`config.mk`:
```
export PLATFORM = sky130hd
export DESIGN_NAME = uart_tx
export DESIGN_NICKNAME = d
export VERILOG_FILES = /design/src/rtl/uart_tx.sv
export SDC_FILE = /design/constraint.sdc
export NUM_CORES = 1
export LEC_CHECK = 0
export ABC_AREA = 1
export ABC_CLOCK_PERIOD_IN_PS = 2100
export CAP_MARGIN = 20
export CORE_MARGIN = 10
export CORE_UTILIZATION = 58
export DETAILED_ROUTE_END_ITERATION = 6
export PLACE_DENSITY = 0.79
export SETUP_SLACK_MARGIN = 0.15
export SLEW_MARGIN = 20
export SYNTH_ARGS = -nofsm -noshare
export SYNTH_HDL_FRONTEND = slang
export SYNTH_SLANG_ARGS = --single-unit
```
`constraint.sdc`:
```
create_clock -name aclk -period 2.1 [get_ports aclk]
set_input_delay 0.315 -clock aclk [delete_from_list [all_inputs] [get_ports aclk]]
set_output_delay 0.315 -clock aclk [all_outputs]
set_load 0.01 [all_outputs]
```
`src/rtl/uart_tx.sv`:
```
// UART transmitter with an AXI-Stream word input.
// Bit period, parity mode and stop-bit count are captured at the handshake, so a
// config change mid-frame has no effect until the next frame starts.
// ctsn only gates the start of a frame; a frame in progress always completes.
module uart_tx #(
   parameter int unsigned BAUD_PRESCALER = 25,
   parameter int unsigned PARITY         = 0,
   parameter int unsigned WORD_SIZE      = 8,
   parameter int unsigned STOP_BITS      = 0
) (
   input  logic                 aclk,
   input  logic                 aresetn,
   input  logic [WORD_SIZE-1:0] s_axis_tdata,
   input  logic                 s_axis_tvalid,
   output logic                 s_axis_tready,
   output logic                 txd,
   input  logic                 ctsn,
   output logic                 busy,
   input  logic [15:0]          prescaler_config,
   input  logic [2:0]           parity_config,
   input  logic                 stop_bits_config
);

   localparam logic [2:0] IDLE  = 3'd0;
   localparam logic [2:0] START = 3'd1;
   localparam logic [2:0] DATA  = 3'd2;
   localparam logic [2:0] PAR   = 3'd3;
   localparam logic [2:0] STOP1 = 3'd4;
   localparam logic [2:0] STOP2 = 3'd5;

   // Reload value is period-1; a period of 0 behaves as 1.
   localparam logic [15:0] RESET_RELOAD =
      (BAUD_PRESCALER == 0) ? 16'd0 : 16'(BAUD_PRESCALER - 1);

   logic [2:0]           state_q, state_d;
   logic [15:0]          cnt_q, cnt_d;
   logic [3:0]           bit_q, bit_d;
   logic [WORD_SIZE-1:0] shift_q, shift_d;
   logic                 txd_q, txd_d;
   logic                 tready_q, tready_d;
   logic [15:0]          reload_q, reload_d;
   logic [2:0]           parity_q, parity_d;
   logic                 par_bit_q, par_bit_d;
   logic                 stop_q, stop_d;
   logic                 cts_meta_q, cts_sync_q;

   logic                 handshake;
   logic [15:0]          cfg_reload;
   logic                 cfg_par_bit;
   logic                 par_en;
   logic                 last_data_bit;

   assign handshake     = s_axis_tvalid & tready_q;
   assign cfg_reload    = (prescaler_config == 16'd0) ? 16'd0 : prescaler_config - 16'd1;
   assign par_en        = (parity_q >= 3'd1) && (parity_q <= 3'd4);
   assign last_data_bit = (bit_q == 4'(WORD_SIZE - 1));

   // Parity bit of the word being accepted, per the incoming parity mode.
   always_comb begin
      cfg_par_bit = 1'b0;
      case (parity_config)
         3'd1:    cfg_par_bit = ^s_axis_tdata;
         3'd2:    cfg_par_bit = ~^s_axis_tdata;
         3'd3:    cfg_par_bit = 1'b1;
         default: cfg_par_bit = 1'b0;
      endcase
   end

   // Frame sequencer: every bit lasts reload+1 cycles, reloaded at each boundary.
   always_comb begin
      state_d   = state_q;
      cnt_d     = cnt_q;
      bit_d     = bit_q;
      shift_d   = shift_q;
      txd_d     = txd_q;
      reload_d  = reload_q;
      parity_d  = parity_q;
      par_bit_d = par_bit_q;
      stop_d    = stop_q;
      if (state_q == IDLE) begin
         txd_d = 1'b1;
         if (handshake) begin
            state_d   = START;
            txd_d     = 1'b0;
            cnt_d     = cfg_reload;
            shift_d   = s_axis_tdata;
            reload_d  = cfg_reload;
            parity_d  = parity_config;
            par_bit_d = cfg_par_bit;
            stop_d    = stop_bits_config;
         end
      end else if (cnt_q != 16'd0) begin
         cnt_d = cnt_q - 16'd1;
      end else begin
         cnt_d = reload_q;
         case (state_q)
            START: begin
               state_d = DATA;
               txd_d   = shift_q[0];
               shift_d = shift_q >> 1;
               bit_d   = 4'd0;
            end
            DATA: begin
               if (!last_data_bit) begin
                  txd_d   = shift_q[0];
                  shift_d = shift_q >> 1;
                  bit_d   = bit_q + 4'd1;
               end else if (par_en) begin
                  state_d = PAR;
                  txd_d   = par_bit_q;
               end else begin
                  state_d = STOP1;
                  txd_d   = 1'b1;
               end
            end
            PAR: begin
               state_d = STOP1;
               txd_d   = 1'b1;
            end
            STOP1: begin
               state_d = stop_q ? STOP2 : IDLE;
               txd_d   = 1'b1;
            end
            default: begin
               state_d = IDLE;
               txd_d   = 1'b1;
            end
         endcase
      end
      // Registered off the synchronized ctsn, so tready first rises on the third edge.
      tready_d = (state_d == IDLE) && !cts_sync_q;
   end

   // State, datapath and ctsn synchronizer registers.
   always_ff @(posedge aclk or negedge aresetn) begin
      if (!aresetn) begin
         state_q    <= IDLE;
         cnt_q      <= 16'd0;
         bit_q      <= 4'd0;
         shift_q    <= '0;
         txd_q      <= 1'b1;
         tready_q   <= 1'b0;
         reload_q   <= RESET_RELOAD;
         parity_q   <= 3'(PARITY);
         par_bit_q  <= 1'b0;
         stop_q     <= 1'(STOP_BITS);
         cts_meta_q <= 1'b1;
         cts_sync_q <= 1'b1;
      end else begin
         state_q    <= state_d;
         cnt_q      <= cnt_d;
         bit_q      <= bit_d;
         shift_q    <= shift_d;
         txd_q      <= txd_d;
         tready_q   <= tready_d;
         reload_q   <= reload_d;
         parity_q   <= parity_d;
         par_bit_q  <= par_bit_d;
         stop_q     <= stop_d;
         cts_meta_q <= ctsn;
         cts_sync_q <= cts_meta_q;
      end
   end

   assign txd           = txd_q;
   assign s_axis_tready = tready_q;
   assign busy          = (state_q != IDLE);

endmodule

```
==> Yosys cells after proc, flatten, opt, wreduce, memory -nomap -nowiden <==
Index checks and enable logic that the tools add are counted.
{ "op_classes": {"add_sub_neg": 3, "n_lt_le_gt_ge": 2, "n_eq_ne": 12, "muxes": 25, "bitwise_logic": 3, "reduce_logical": 15} }
{ "op_table": {"columns": ["op", "n"], "rows": [
  ["$mux 16", 4],
  ["$mux 8", 4],
  ["$sub 16x1->16 const B", 2],
  ["$mux 3", 6],
  ["$logic_not 16->1", 1],
  ["$pmux 8 s2", 1],
  ["$reduce_bool 16->1", 1],
  ["$eq 3x2->1 const B", 4],
  ["$pmux 3 s4", 1],
  ["$pmux 4 s2", 1],
  ["$reduce_and 4->1", 2],
  ["$reduce_xnor 8->1", 1],
  ["$reduce_xor 8->1", 1],
  ["$eq 3x1->1 const B", 2],
  ["$logic_not 3->1", 2],
  ["$ne 2x2->1 const B", 3],
  ["$reduce_bool 3->1", 2],
  ["$mux 1", 5],
  ["$add 4x1->4 const B", 1],
  ["$eq 4x3->1 const B", 1],
  ["$mux 4", 1],
  ["$eq 3x3->1 const B", 1],
  ["$ge 3x1->1 const B", 1],
  ["$le 3x3->1 const B", 1],
  ["other kinds (9)", 11]
]} }
{ "totals": {"ff_bits": 56, "input_bits": 32, "wordCells": 72} }

==> Depth between registers and ports, before layout <==
Gate-level depths: netlist of the first run.
{ "logic_depth": {"word_depth": 9, "ltp_mapped": 12, "depth_no_buf": 12} }

==> Worst setup path after synthesis of the first run <==
No wires, ideal clock.
{ "synth_path": {"path_type": "flip-flop to flip-flop", "from": "reg cnt_q[0]", "to": "reg cnt_q[3]", "setup_ps": 117, "arrival_time_ps": 1494, "setup_slack_ps": 489, "stages_incl_launch_ff": 13, "path_buffers": 1, "synth_period_minus_slack_ps": 1611, "cell_sequence": "dfrtp_1 inv_1 ha_1 nand2_1 nor2_4 nand2_2 buf_2 nand2_1 nand2_1 nand2_1 nand2_1 nand2_1 nand2_1"} }
{ "synth_via": {"elab_chain_len": 3, "elab_cells_between_ends": 4} }
{ "synth_rtl": {"columns": ["item", "line", "source"], "rows": [
  ["from (decl)", "36", "logic [15:0] cnt_q, cnt_d;"],
  ["from (signal assigned)", "151", "cnt_q <= cnt_d;"],
  ["$sub 16x1->16 / $reduce_bool 16->1 (equally long branches)", "93, 92", null],
  ["$mux 16 *", "92", "end else if (cnt_q != 16'd0) begin"],
  ["$mux 16 *", "80", "if (state_q == IDLE) begin"]
]} }
Mark *: on every way between the ends. The rest lies on a longest branch, timed or not.
A chain may end at the register's enable or synchronous reset.

==> Worst setup path after layout of the first run <==
{ "layout_path": {"from": "reg state_q[1]", "to": "out busy"} }
{ "layout_via": {"elab_chain_len": 1} }
{ "layout_rtl": {"columns": ["item", "line", "source"], "rows": [
  ["from (decl)", "35", "logic [2:0] state_q, state_d;"],
  ["from (signal assigned)", "150", "state_q <= state_d;"],
  ["$reduce_bool 3->1", "167", "assign busy = (state_q != IDLE);"],
  ["to (decl)", "18", "output logic busy,"]
]} }
Every way passes these cells.

==> results.cfg, run 1 <==
[min_path]
hold_path.class = flop to flop
hp-start = cts_meta_q
whs_endpoint = cts_sync_q
whs_path_depth = 0

[layout]
layout-drive-gt1-share_pct = 10.1
mostFrequentLayoutCell = nand2_1
most-common-layout-cells = nand2_1, nor2_1, inv_1
diodes = 0
multi_input_area_um2 = 2070
final_util_pct = 69.7
fillers = 567
area_growth_pct = 17.6
layout.nets = 647
seq_area_um2 = 1410

[worst_setup_path]
cp_data_arrival_time_ps = 1570
timing.rr.start = cnt_q[0]
critPathLaunchType = flop
r2r_end = shift_q[6]
cpMaxStageDelayCell = clkdlybuf4s50_1
end_kind = output pin
critPathKind = flop to output pin
cp.required_ps = 1780
cp_max_fo = 8
slowest_delay_ps = 500
rr_worst_depth = 9
reg2reg_slack_ps = 340
crit_chain = nor2_2 -> nand2_4 -> clkdlybuf4s50_1

[floorplanning]
core_um2 = 6310
die_h_um = 100
io_pins = 35
start_util_pct = 59.3
die_area_um2 = 10100
row_count = 29
die_width_um = 100

[detailed_routing]
drc = 0
route.vias.total = 3676
detail-route-antenna-nets = 0
viasPerCell = 5.33
drt-met1-wl_um = 4380
drt_iter0_drc = 221
met2_length_um = 4110
wl_per_cell_um = 13.5
routed_wl_um = 9290
highest_layer = met4
drt_pass1_iterations = 5
route.met3.wl_um = 692

[timing]
tns_ps = 0
setup_viol = 0
final_max_slew_viol_count = 0
rsz0062_at_grt = no
period_needed_ps = 1890
worst_pin_slew_ps = 560
worst_hold_slack_ps = 372
finalWorstSetupSlack_ps = 211
clock_skew_ps = 16.6
post-route-period-util_pct = 90.0
fmax_mhz = 529
maxSlewHeadroom_pct = 62.7
hold_viol = 0

[clocking]
clk_pin_slew_worst_paths_ps = 110
cts_buffers = 5
cts-root-buf = clkbuf_8
cts_htree_levels = 2
cts.sinks = 56
clock_path_buffers = 2
clock_latency_ps = 330
cts_tree = done

[synthesis]
synthesis.area_um2 = 3740
seq_area_frac_synth_pct = 37.6
avgSynthCellArea_um2 = 6.64
syn-instance-count = 564
synth_cell_types = 37
syn_nets = 599
yosys_warnings = 0
ys_ff_latch = 56

[flow_run]
max_cap_viol_count = 0

[grt]
grt_max_degree = 36
grt_pass1_wl_um = 16100
antenna_found_initial = 0
grt_pass1_vias = 3453
grt_usage_pct = 19.2
overflow = 0

[placed_design]
dp_hpwl_um = 7160
gp_congestion = 0.882
numPortBuffers = 34
place_ws_ps = 76.2

[power]
vdd.ir_drop.worst_mv = 0.334
power_mw = 1.89
p_per_area_nw_per_um2 = 428
p_leak_nw = 2.19

[status]
status = finished, final reports clean
## how the worst max path moves through the flow
| stage | endpoint | slack (ps) | from |
|---|---|---|---|
| after floorplan | cnt_q[3] | 490 | cnt_q[0] |
| after global placement | cnt_q[9] | 150 | prescaler_config[0] |
| after detailed placement | cnt_q[6] | 80 | prescaler_config[0] |
| after CTS | cnt_q[2] | 200 | cnt_q[0] |
| after global routing | busy | 160 | state_q[1] |
| final | busy | 210 | state_q[1] |
## cells in the mapped netlist (all sizes together)
master  count  share of area [%]
nor3        5                1.1
o21ai      36                5.0
nand2     210                 21
or2         1               0.17
o21a        1               0.20
dfstp       5                3.5
xor2       10                2.3
nand4      14                2.3
nand3b      4               0.80
a21oi       9                1.5
nand3      48                6.5
xnor2       8                1.9
ha          3                1.0
clkbuf      6               0.60
o31ai       2               0.40
and2        1               0.17
inv        55                5.5
o21bai      4               0.80
dfrtp      51                 34
clkinv      2               0.20
nor2       79                8.7
o211ai      1               0.20
buf         9                1.5
## kinds of logic (layout without fill, tap and decap cells)
group | after synthesis | count (layout) | share of synthesized area, %
buffers and inverters | 72 | 121 | 7.85
AO/OA/AOI/OAI | 53 | 53 | 8.12
flip-flops | 56 | 56 | 37.6
XOR/XNOR | 18 | 18 | 4.21
adder cells (fa/ha/maj) | 3 | 3 | 1.00
AND/OR/NAND/NOR | 362 | 362 | 41.2
## worst max-delay path: cells and delay by family, from the launching register on
| kind | cells | cell delay [ps] |
|---|---|---|
| AND/OR/NAND/NOR | 2 | 290 |
| buffers and inverters | 1 | 500 |
| flip-flops | 1 | 450 |
## per-stage QoR
stage	instances	instance area (µm²)
finish	690	4400
global route	690	4400
CTS	687	4360
detailed placement	678	4260
global placement	678	4260
floorplan	564	3740
## power breakdown
group / internal [mW] / switching, mW / total, mW / leakage [nW]
sequential: 1.08 / 0.000797 / 1.08 / 0.635
combinational: 0.0927 / 0.100 / 0.193 / 1.52
clock: 0.238 / 0.374 / 0.611 / 0.0445
total: 1.41 / 0.475 / 1.89 / 2.19
## flip-flops by register name, indices dropped and copies added, names as in the netlist, 3 cells and up
register  cells
cnt_q        16
reload_q     16
shift_q       8
bit_q         4
parity_q      3
state_q       3
## repair_timing
item / 4_1_cts / 5_1_grt
hold buffers: 1 / 0
endpoints found under the setup margin: 5 / 26
endpoints found under the hold margin: 20 / 0
setup buffers: 0 / 3
pin swaps: 0 / 1
resized for setup: 1 / 6
## cell type report
cell class              instances  share of cell area [%]
inverters                      57                    4.89
clock inverters                 3                   0.483
clock buffers                   5                    1.56
multi-input cells             436                    46.9
flip-flops and latches         56                    32.0
well taps                      77                    2.19
repair buffers                 56                    12.0
## routing by layer
| layer | GRT usage, % | vias up |
|---|---|---|
| li1 | - | 1880 |
| met1 | 27.4 | 1647 |
| met2 | 28.7 | 137 |
| met3 | 3.43 | 12 |
| met4 | 5.87 | 0 |
| met5 | 0 | - |
(Power assumes the default switching activity.)
==> run 2: changes to the inputs <==
Settings changed: CELL_PAD_IN_SITES_DETAIL_PLACEMENT set to 0, CELL_PAD_IN_SITES_GLOBAL_PLACEMENT set to 2, CORE_UTILIZATION 58 to 30, PLACE_DENSITY 0.79 to 0.74.
==> results.cfg, run 2 (synthesized netlist as in run 1, its figures left out) <==
[grt]
grt_usage_pct = 12.6
antenna_found_initial = 0
grt_max_degree = 51
overflow = 0
grt_pass1_vias = 3514
grt_pass1_wl_um = 18000

[layout]
mostFrequentLayoutCell = nand2_1
final_util_pct = 38.2
layout-drive-gt1-share_pct = 10.2
diodes = 0
layout.nets = 649
most-common-layout-cells = nand2_1, nor2_1, inv_1
fillers = 1353
reg.largest.list = cnt_q (16), reload_q (16), shift_q (8)
area_growth_pct = 23.4

[detailed_routing]
routed_wl_um = 10800
highest_layer = met4
viasPerCell = 4.61
detail-route-antenna-nets = 0
wl_per_cell_um = 13.8
met2_length_um = 4780
route.met3.wl_um = 317
drt_iter0_drc = 277
drt_pass1_iterations = 6
drc = 0
drt-met1-wl_um = 5500
route.vias.total = 3609

[timing]
maxSlewHeadroom_pct = 69.2
post-route-period-util_pct = 87.4
hold_viol = 0
period_needed_ps = 1840
fmax_mhz = 545
tns_ps = 0
rsz0062_at_grt = yes
worst_pin_slew_ps = 460
clock_skew_ps = 8.96
final_max_slew_viol_count = 0
finalWorstSetupSlack_ps = 264
worst_hold_slack_ps = 357
setup_viol = 0

[placed_design]
place_ws_ps = 91.2
gp_congestion = 0.831
dp_hpwl_um = 8410
numPortBuffers = 34

[worst_setup_path]
reg2reg_slack_ps = 260
rr_worst_depth = 9
cp_max_fo = 4
r2r_end = bit_q[1]
cp.required_ps = 2300
timing.rr.start = cnt_q[0]
critPathLaunchType = flop
cp_data_arrival_time_ps = 2030
critPathKind = flop to flop
end_kind = flop

[status]
status = finished, final reports clean

[clocking]
cts-root-buf = clkbuf_16
clock_latency_ps = 300
cts_htree_levels = 2
clock_path_buffers = 2
clk_pin_slew_worst_paths_ps = 80
cts.sinks = 56
cts_buffers = 5
cts_tree = done

[floorplanning]
start_util_pct = 30.9
io_pins = 35
die_h_um = 132
die_area_um2 = 17400
core_um2 = 12100
die_width_um = 132
row_count = 40

[min_path]
whs_path_depth = 0
hp-start = cts_meta_q
whs_endpoint = cts_sync_q
hold_path.class = flop to flop

[power]
p_per_area_nw_per_um2 = 487
power_mw = 2.25
p_leak_nw = 2.23
vdd.ir_drop.worst_mv = 0.349

[flow_run]
max_cap_viol_count = 0
==> run 2: power by group <==
group / total [mW] / internal [mW] / switching (mW)
Sequential: 1.08 / 1.08 / 0.000734
Combinational: 0.201 / 0.0933 / 0.108
Clock: 0.968 / 0.563 / 0.405
Total: 2.25 / 1.74 / 0.514
==> run 2: layout make-up <==
type,instances,area [µm²],area share [%]
timing repair buffer,58,533,11.5
sequential,56,1410,30.5
clock inverter,2,35.0,0.758
clock buffer,6,129,2.79
multi-input combinational,436,2080,45.1
tap,168,210,4.55
inverter,57,221,4.79
==> run 2: metal layers <==
metal,vias up,GRT usage (%)
li1,1889,-
met1,1663,17.5
met2,49,19.3
met3,8,1.83
met4,0,4.57
met5,-,0
==> run 2: timing repair <==
item	4_1_cts	5_1_grt
setup buffers	0	4
hold buffers	1	0
gates resized for setup	3	10
endpoints found under the hold margin	5	0
endpoints found under the setup margin	10	35
pin swaps	0	1
==> run 2: stage by stage <==
step	area [µm²]	instances
6_report	4620	783
5_1_grt	4620	783
4_1_cts	4540	779
3_5_place_dp	4370	770
3_3_place_gp	4370	770
2_1_floorplan	3740	564
==> run 2: worst max-delay path by stage <==
| stage | start | end | slack (ps) | cells after the start |
|---|---|---|---|---|
| 2_1_floorplan | cnt_q[0] | cnt_q[3] | 490 | 12 |
| 3_3_place_gp | cnt_q[0] | cnt_q[12] | 90 | 10 |
| 3_5_place_dp | prescaler_config[0] | cnt_q[6] | 90 | 11 |
| 4_1_cts | cnt_q[0] | shift_q[0] | 170 | 9 |
| 5_1_grt | cnt_q[0] | cnt_q[12] | 130 | 10 |
| 6_report | cnt_q[0] | bit_q[1] | 260 | 9 |
==> run 2: worst max-delay path, cell delays in order, from the launching register on <==
cell	delay (ps)
dfrtp_1	430
inv_1	160
ha_4	180
nand3_2	170
nor2_4	150
nand2_1	130
nor3_1	260
nand2_1	130
nand2_1	70
nand2_1	50
